$ cat config.mk
export PLATFORM = sky130hd
export DESIGN_NAME = scan_mux
export DESIGN_NICKNAME = d
export VERILOG_FILES = /design/src/rtl/scan_mux.sv
export SDC_FILE = /design/constraint.sdc
export NUM_CORES = 1
export LEC_CHECK = 0
export CORE_UTILIZATION = 61
export DETAILED_ROUTE_END_ITERATION = 8
export DONT_BUFFER_PORTS = 1
export GPL_ROUTABILITY_DRIVEN = 0
export PLACE_DENSITY = 0.77
export SETUP_SLACK_MARGIN = 0.2
export SYNTH_ARGS = -nofsm -noshare
export SYNTH_HDL_FRONTEND = slang
export SYNTH_SLANG_ARGS = --single-unit
$ cat constraint.sdc
create_clock -name clk -period 2.6 [get_ports clk]
set_clock_uncertainty 0.15 [all_clocks]
set_input_delay 0.26 -clock clk [delete_from_list [all_inputs] [get_ports clk]]
set_output_delay 0.26 -clock clk [all_outputs]
set_load 0.02 [all_outputs]
$ cat src/rtl/scan_mux.sv
`default_nettype none
// ============================================================================
// Module      : scan_mux
// Description : Registered N-channel multiplexer with manual and scan modes.
//               Manual mode registers the channel picked by sel. Scan mode
//               sweeps channels 0..N_CH-1 and holds each for dwell+1 cycles.
//               Every registered sample comes with the index of its channel.
// Ports       : clk       rising-edge clock
//               rst_n     asynchronous active-low reset
//               en        block enable (0 -> idle)
//               mode      0 = manual select, 1 = auto scan
//               sel       manual channel select
//               dwell     scan hold; each channel is shown dwell+1 cycles
//               in        packed channels, channel k = in[k*W +: W]
//               out       registered channel data
//               out_ch    channel index of out
//               out_valid out/out_ch valid
//               wrap      pulse on the last sample of a full sweep
// Revision    : 1.0 - initial release
// ============================================================================
module scan_mux #(
    parameter int N_CH    = 16,
    parameter int W       = 1,
    parameter int SEL_W   = 4,
    parameter int DWELL_W = 8
) (
    input  logic                 clk,
    input  logic                 rst_n,
    input  logic                 en,
    input  logic                 mode,
    input  logic [SEL_W-1:0]     sel,
    input  logic [DWELL_W-1:0]   dwell,
    input  logic [N_CH*W-1:0]    in,
    output logic [W-1:0]         out,
    output logic [SEL_W-1:0]     out_ch,
    output logic                 out_valid,
    output logic                 wrap
);

    localparam int                 c_n_slot   = 2**SEL_W;
    localparam logic [SEL_W-1:0]   c_last_ch  = SEL_W'(N_CH - 1);
    localparam logic [SEL_W-1:0]   c_ch_one   = SEL_W'(1);
    localparam logic [DWELL_W-1:0] c_cnt_one  = DWELL_W'(1);

    typedef enum logic [1:0] {
        c_st_idle   = 2'd0,
        c_st_manual = 2'd1,
        c_st_scan   = 2'd2
    } state_t;

    // Channel table padded to the full select range. Slots at or beyond N_CH
    // read as zero and are flagged out of range, so a manual select of a
    // non-existent channel yields out=0 / out_valid=0 without extra muxing.
    logic [W-1:0]        w_chan [c_n_slot];
    logic [c_n_slot-1:0] w_in_range;

    genvar k;
    generate
        for (k = 0; k < c_n_slot; k++) begin : g_chan
            if (k < N_CH) begin : g_real
                assign w_chan[k]     = in[k*W +: W];
                assign w_in_range[k] = 1'b1;
            end else begin : g_pad
                assign w_chan[k]     = '0;
                assign w_in_range[k] = 1'b0;
            end
        end
    endgenerate

    state_t               r_state;
    logic [W-1:0]         r_out;
    logic [SEL_W-1:0]     r_out_ch;
    logic                 r_valid;
    logic                 r_wrap;
    logic [SEL_W-1:0]     r_cur_ch;
    logic [DWELL_W-1:0]   r_cnt;
    logic [DWELL_W-1:0]   r_dwell_lat;

    state_t               w_state_d;
    logic [W-1:0]         w_out_d;
    logic [SEL_W-1:0]     w_out_ch_d;
    logic                 w_valid_d;
    logic                 w_wrap_d;
    logic [SEL_W-1:0]     w_cur_ch_d;
    logic [DWELL_W-1:0]   w_cnt_d;
    logic [DWELL_W-1:0]   w_dwell_lat_d;
    logic [SEL_W-1:0]     w_eff_ch;
    logic [DWELL_W-1:0]   w_eff_cnt;
    logic [DWELL_W-1:0]   w_eff_dl;

    // State register and datapath registers.
    always_ff @(posedge clk or negedge rst_n) begin
        if (!rst_n) begin
            r_state     <= c_st_idle;
            r_out       <= '0;
            r_out_ch    <= '0;
            r_valid     <= 1'b0;
            r_wrap      <= 1'b0;
            r_cur_ch    <= '0;
            r_cnt       <= '0;
            r_dwell_lat <= '0;
        end else begin
            r_state     <= w_state_d;
            r_out       <= w_out_d;
            r_out_ch    <= w_out_ch_d;
            r_valid     <= w_valid_d;
            r_wrap      <= w_wrap_d;
            r_cur_ch    <= w_cur_ch_d;
            r_cnt       <= w_cnt_d;
            r_dwell_lat <= w_dwell_lat_d;
        end
    end

    // Next state and next outputs. The state chosen for this edge decides
    // what the edge registers, so a mode change takes effect immediately.
    always_comb begin
        w_state_d     = c_st_idle;
        w_out_d       = r_out;
        w_out_ch_d    = r_out_ch;
        w_valid_d     = 1'b0;
        w_wrap_d      = 1'b0;
        w_cur_ch_d    = '0;
        w_cnt_d       = '0;
        w_dwell_lat_d = r_dwell_lat;
        w_eff_ch      = '0;
        w_eff_cnt     = '0;
        w_eff_dl      = '0;

        if (!en) begin
            w_state_d = c_st_idle;
        end else if (!mode) begin
            w_state_d = c_st_manual;
        end else begin
            w_state_d = c_st_scan;
        end

        case (w_state_d)
            c_st_manual: begin
                w_out_d    = w_chan[sel];
                w_out_ch_d = sel;
                w_valid_d  = w_in_range[sel];
            end
            c_st_scan: begin
                // On sweep entry the position restarts at channel 0 and the
                // dwell is captured; this same edge is the first ch0 sample.
                if (r_state == c_st_scan) begin
                    w_eff_ch  = r_cur_ch;
                    w_eff_cnt = r_cnt;
                    w_eff_dl  = r_dwell_lat;
                end else begin
                    w_eff_ch  = '0;
                    w_eff_cnt = '0;
                    w_eff_dl  = dwell;
                end

                w_out_d    = w_chan[w_eff_ch];
                w_out_ch_d = w_eff_ch;
                w_valid_d  = 1'b1;

                if (w_eff_cnt == w_eff_dl) begin
                    // Channel boundary: advance, wrapping at N_CH, and pick
                    // up the current dwell for the next channel.
                    w_cnt_d       = '0;
                    w_cur_ch_d    = (w_eff_ch == c_last_ch) ? '0 : (w_eff_ch + c_ch_one);
                    w_dwell_lat_d = dwell;
                    w_wrap_d      = (w_eff_ch == c_last_ch);
                end else begin
                    w_cnt_d       = w_eff_cnt + c_cnt_one;
                    w_cur_ch_d    = w_eff_ch;
                    w_dwell_lat_d = w_eff_dl;
                end
            end
            default: begin
                // Idle: outputs invalid, data and channel index held.
            end
        endcase
    end

    assign out       = r_out;
    assign out_ch    = r_out_ch;
    assign out_valid = r_valid;
    assign wrap      = r_wrap;

endmodule
`default_nettype wire

==> run_results.csv <==
group,metric,value,unit
outcome,status,"finished clean",
sta,setup_ws,0.383,ns
sta,rsz0062_at_grt,"no",
global_route,grt_first_pass_wirelength,6340,um
routing,antenna_left,0,
clock_network,htreeDepth,2,
worst_setup_path,critPathMaxFanout,8,
power,power,0.910,mW
sta,worst_slew_pin_slew,0.474,ns
sta,fmax,0.451,GHz
routing,dr.pass1.iters,4,
global_route,grt_use_met2,43.2,%
cells_and_area,layout_common_cells,"dfrtp_1 (29), nor2_1 (15), nand2_1 (11), xnor2_1 (11), dlygate4sd3_1 (11)",
power,p_leak,0.765,nW
synthesis,syn_avg_cell_area,10.2,sq um
clock_network,clockRootBuffer,"clkbuf_4",
clock_network,cts_tree,"yes",
placed_design,post-place-ws,0.347,ns
synthesis,yosysSeqAreaShare,41.7,%
global_route,top_usage_layer,"met2",
cells_and_area,area_growth,9.99,%
placed_design,dp_hpwl,2720,um
global_route,antenna_found_initial,0,
run,maxCapViolations,0,
cells_and_area,final_common_cell,"dfrtp_1",
sta,finalSetupViolations,0,
floorplanning,dieWidth,55.4,um
cells_and_area,final_layout_size_suffix_gt1_share,13.3,%
routing,vias,1376,
floorplanning,top_level_ports,39,
synthesis,synth_cell_types,43,
worst_hold_path,min_path_type,"input pin to flop",
routing,routed_wl,3720,um
placed_design,io_buffers,0,
global_route,track_usage,26.9,%
clock_network,path_clk_slew,0.08,ns
synthesis,syn_inst,170,
sta,drv_slew,0,
global_route,met1_usage,31.7,%
routing,avgViaCountPerCell,6.49,
routing,wl_per_cell,17.5,um
floorplanning,initial_utilization,63.7,%
floorplanning,rows,19,
clock_network,clk_path_buf_depth,2,
synthesis,syn_area,0.00174,sq mm
sta,timing.setup.tns,0,ns
sta,min_period_over_period,85.3,%
synthesis,syn_nets,203,
routing,drc,0,
cells_and_area,num_antenna_cells,0,
worst_setup_path,required,2.66,ns
clock_network,cts_sinks,29,
sta,relSlewSlack,68.4,%
worst_setup_path,cpPeakStageDelay,0.49,ns
synthesis,ys_warn_count,0,
synthesis,async_reset_ff_share,100,%
global_route,grt_max_degree,30,
worst_setup_path,critPathKind,"flop to flop",
power,ir_drop,438,uV
floorplanning,die_h,55.4,um
clock_network,cts_buffers,5,
floorplanning,die-area,0.00307,sq mm
worst_setup_path,critPathLaunchType,"flop",
sta,hold_violations,0,
worst_setup_path,cp_slowest_cell,"a222oi_1",
cells_and_area,layout.nets,213,
clock_network,clock_latency,0.32,ns
synthesis,synth_ff_type,"dfrtp_1",
worst_setup_path,critPathArrivalTime,2.28,ns
routing,initialDrtViolationCount,79,
global_route,grt_pass1_vias,1460,
synthesis,synth_edf_count,0,
worst_setup_path,end_kind,"flop",
synthesis,ys_seq_elements,29,
floorplanning,core-area,0.00273,sq mm
sta,finalCriticalPeriod,2.22,ns
power,power_per_cell_area,475,mW/mm^2
worst_setup_path,worstPathCellList,"a222oi_1 -> a31oi_2 -> o21ai_2 -> and2_2 -> mux2_2",
global_route,gr-total-overflow,0,
global_route,use_met3,9.13,%
Yosys cell counts, types with 3 or more instances:
cell      number  area share (%)
dfrtp_1       29              42
nor2_1        15             3.2
nand2_1       11             2.4
xnor2_1       11             5.5
inv_1          9             1.9
nand3_1        9             2.6
nor3_1         8             2.3
a31oi_1        6             2.2
mux2_2         6             3.9
a21oi_1        5             1.4
nor2b_1        5             1.8
clkbuf_1       4            0.86
mux4_1         4             6.0
o21ai_0        4             1.2
and2_1         3             1.1
and3_1         3             1.1
buf_2          3            0.86
mux4_2         3             3.9
xor2_1         3             1.5
registers in the layout, indices dropped and copies added, names as in the netlist:
| register | flops |
|---|---|
| out_ch | 4 |
| out_valid | 1 |
| wrap | 1 |
| r_cnt | 8 |
| r_dwell_lat | 8 |
| r_cur_ch | 4 |
| out | 1 |
| r_state | 2 |
final timing paths:
check / cells after the start / slack [ns] / start / to
max reg2reg: 5 / 0.38 / r_cnt[1] / r_dwell_lat[3]
min: 2 / 0.02 / mode / out_ch[2]
min in group asynchronous: 2 / 0.21 / rst_n / out_valid
max: 5 / 0.38 / r_cnt[1] / r_dwell_lat[3]
max in group asynchronous: 2 / 1.93 / rst_n / out_ch[1]
min reg2reg: 1 / 0.40 / r_dwell_lat[6] / r_dwell_lat[6]
cells by family after synthesis:
group                    Yosys count  synth area share (%)
AND/OR/NAND/NOR                   61                  17.6
flip-flops                        29                  41.7
AO/OA/AOI/OAI                     28                  11.3
buffers and inverters             20                  5.18
multiplexers                      17                  16.5
XOR/XNOR                          14                  7.05
adder cells (fa/ha/maj)            1                 0.719
area by class of cell:
type	count	area [sq um]
Timing Repair Buffer	13	138
Sequential cell	29	726
Fill cell	211	820
Tap cell	31	38.8
Clock buffer	8	48.8
Multi-Input combinational cell	121	926
Inverter	10	37.5
metal layers:
metal / wire length, um / part of all wire (%) / up-vias
met5: 0 / 0 / -
met4: 109 / 2.9 / 0
met3: 312 / 8.4 / 13
met2: 1820 / 49 / 72
met1: 1480 / 40 / 659
li1: - / - / 632
power breakdown:
part / switching [mW] / total [mW] / internal (mW) / leakage [nW]
Sequential: 0.0347 / 0.518 / 0.483 / 0.373
Clock: 0.143 / 0.250 / 0.107 / 0.0265
Combinational: 0.0649 / 0.142 / 0.0769 / 0.365
what timing repair did:
action | in CTS | in global routing
setup buffers | 0 | 0
resized for setup | 0 | 1
hold endpoints to repair | 45 | 0
setup endpoints to repair | 0 | 5
hold buffers | 12 | 0
critical path: cells and delay by family, from the launching register on:
kind               cells  cell delay, ns
muxes                  1            0.35
and+or+nand+nor        1            0.28
AOI/OAI and AO/OA      3            0.89
DFF                    1            0.43
per-stage QoR:
| step | instances | hold slack [ns] | util [%] | area (sq um) |
|---|---|---|---|---|
| 6_report | 212 | 0.0198 | 70.0 | 1910 |
| 5_1_grt | 212 | 0.0232 | 70.0 | 1910 |
| 3_5_place_dp | 192 | -0.185 | 63.4 | 1730 |
| 4_1_cts | 212 | 0.0110 | 70.0 | 1910 |
| 2_1_floorplan | 170 | -0.186 | - | 1740 |
| 3_3_place_gp | 192 | -0.185 | 63.4 | 1730 |
(Power assumes the default switching activity.)
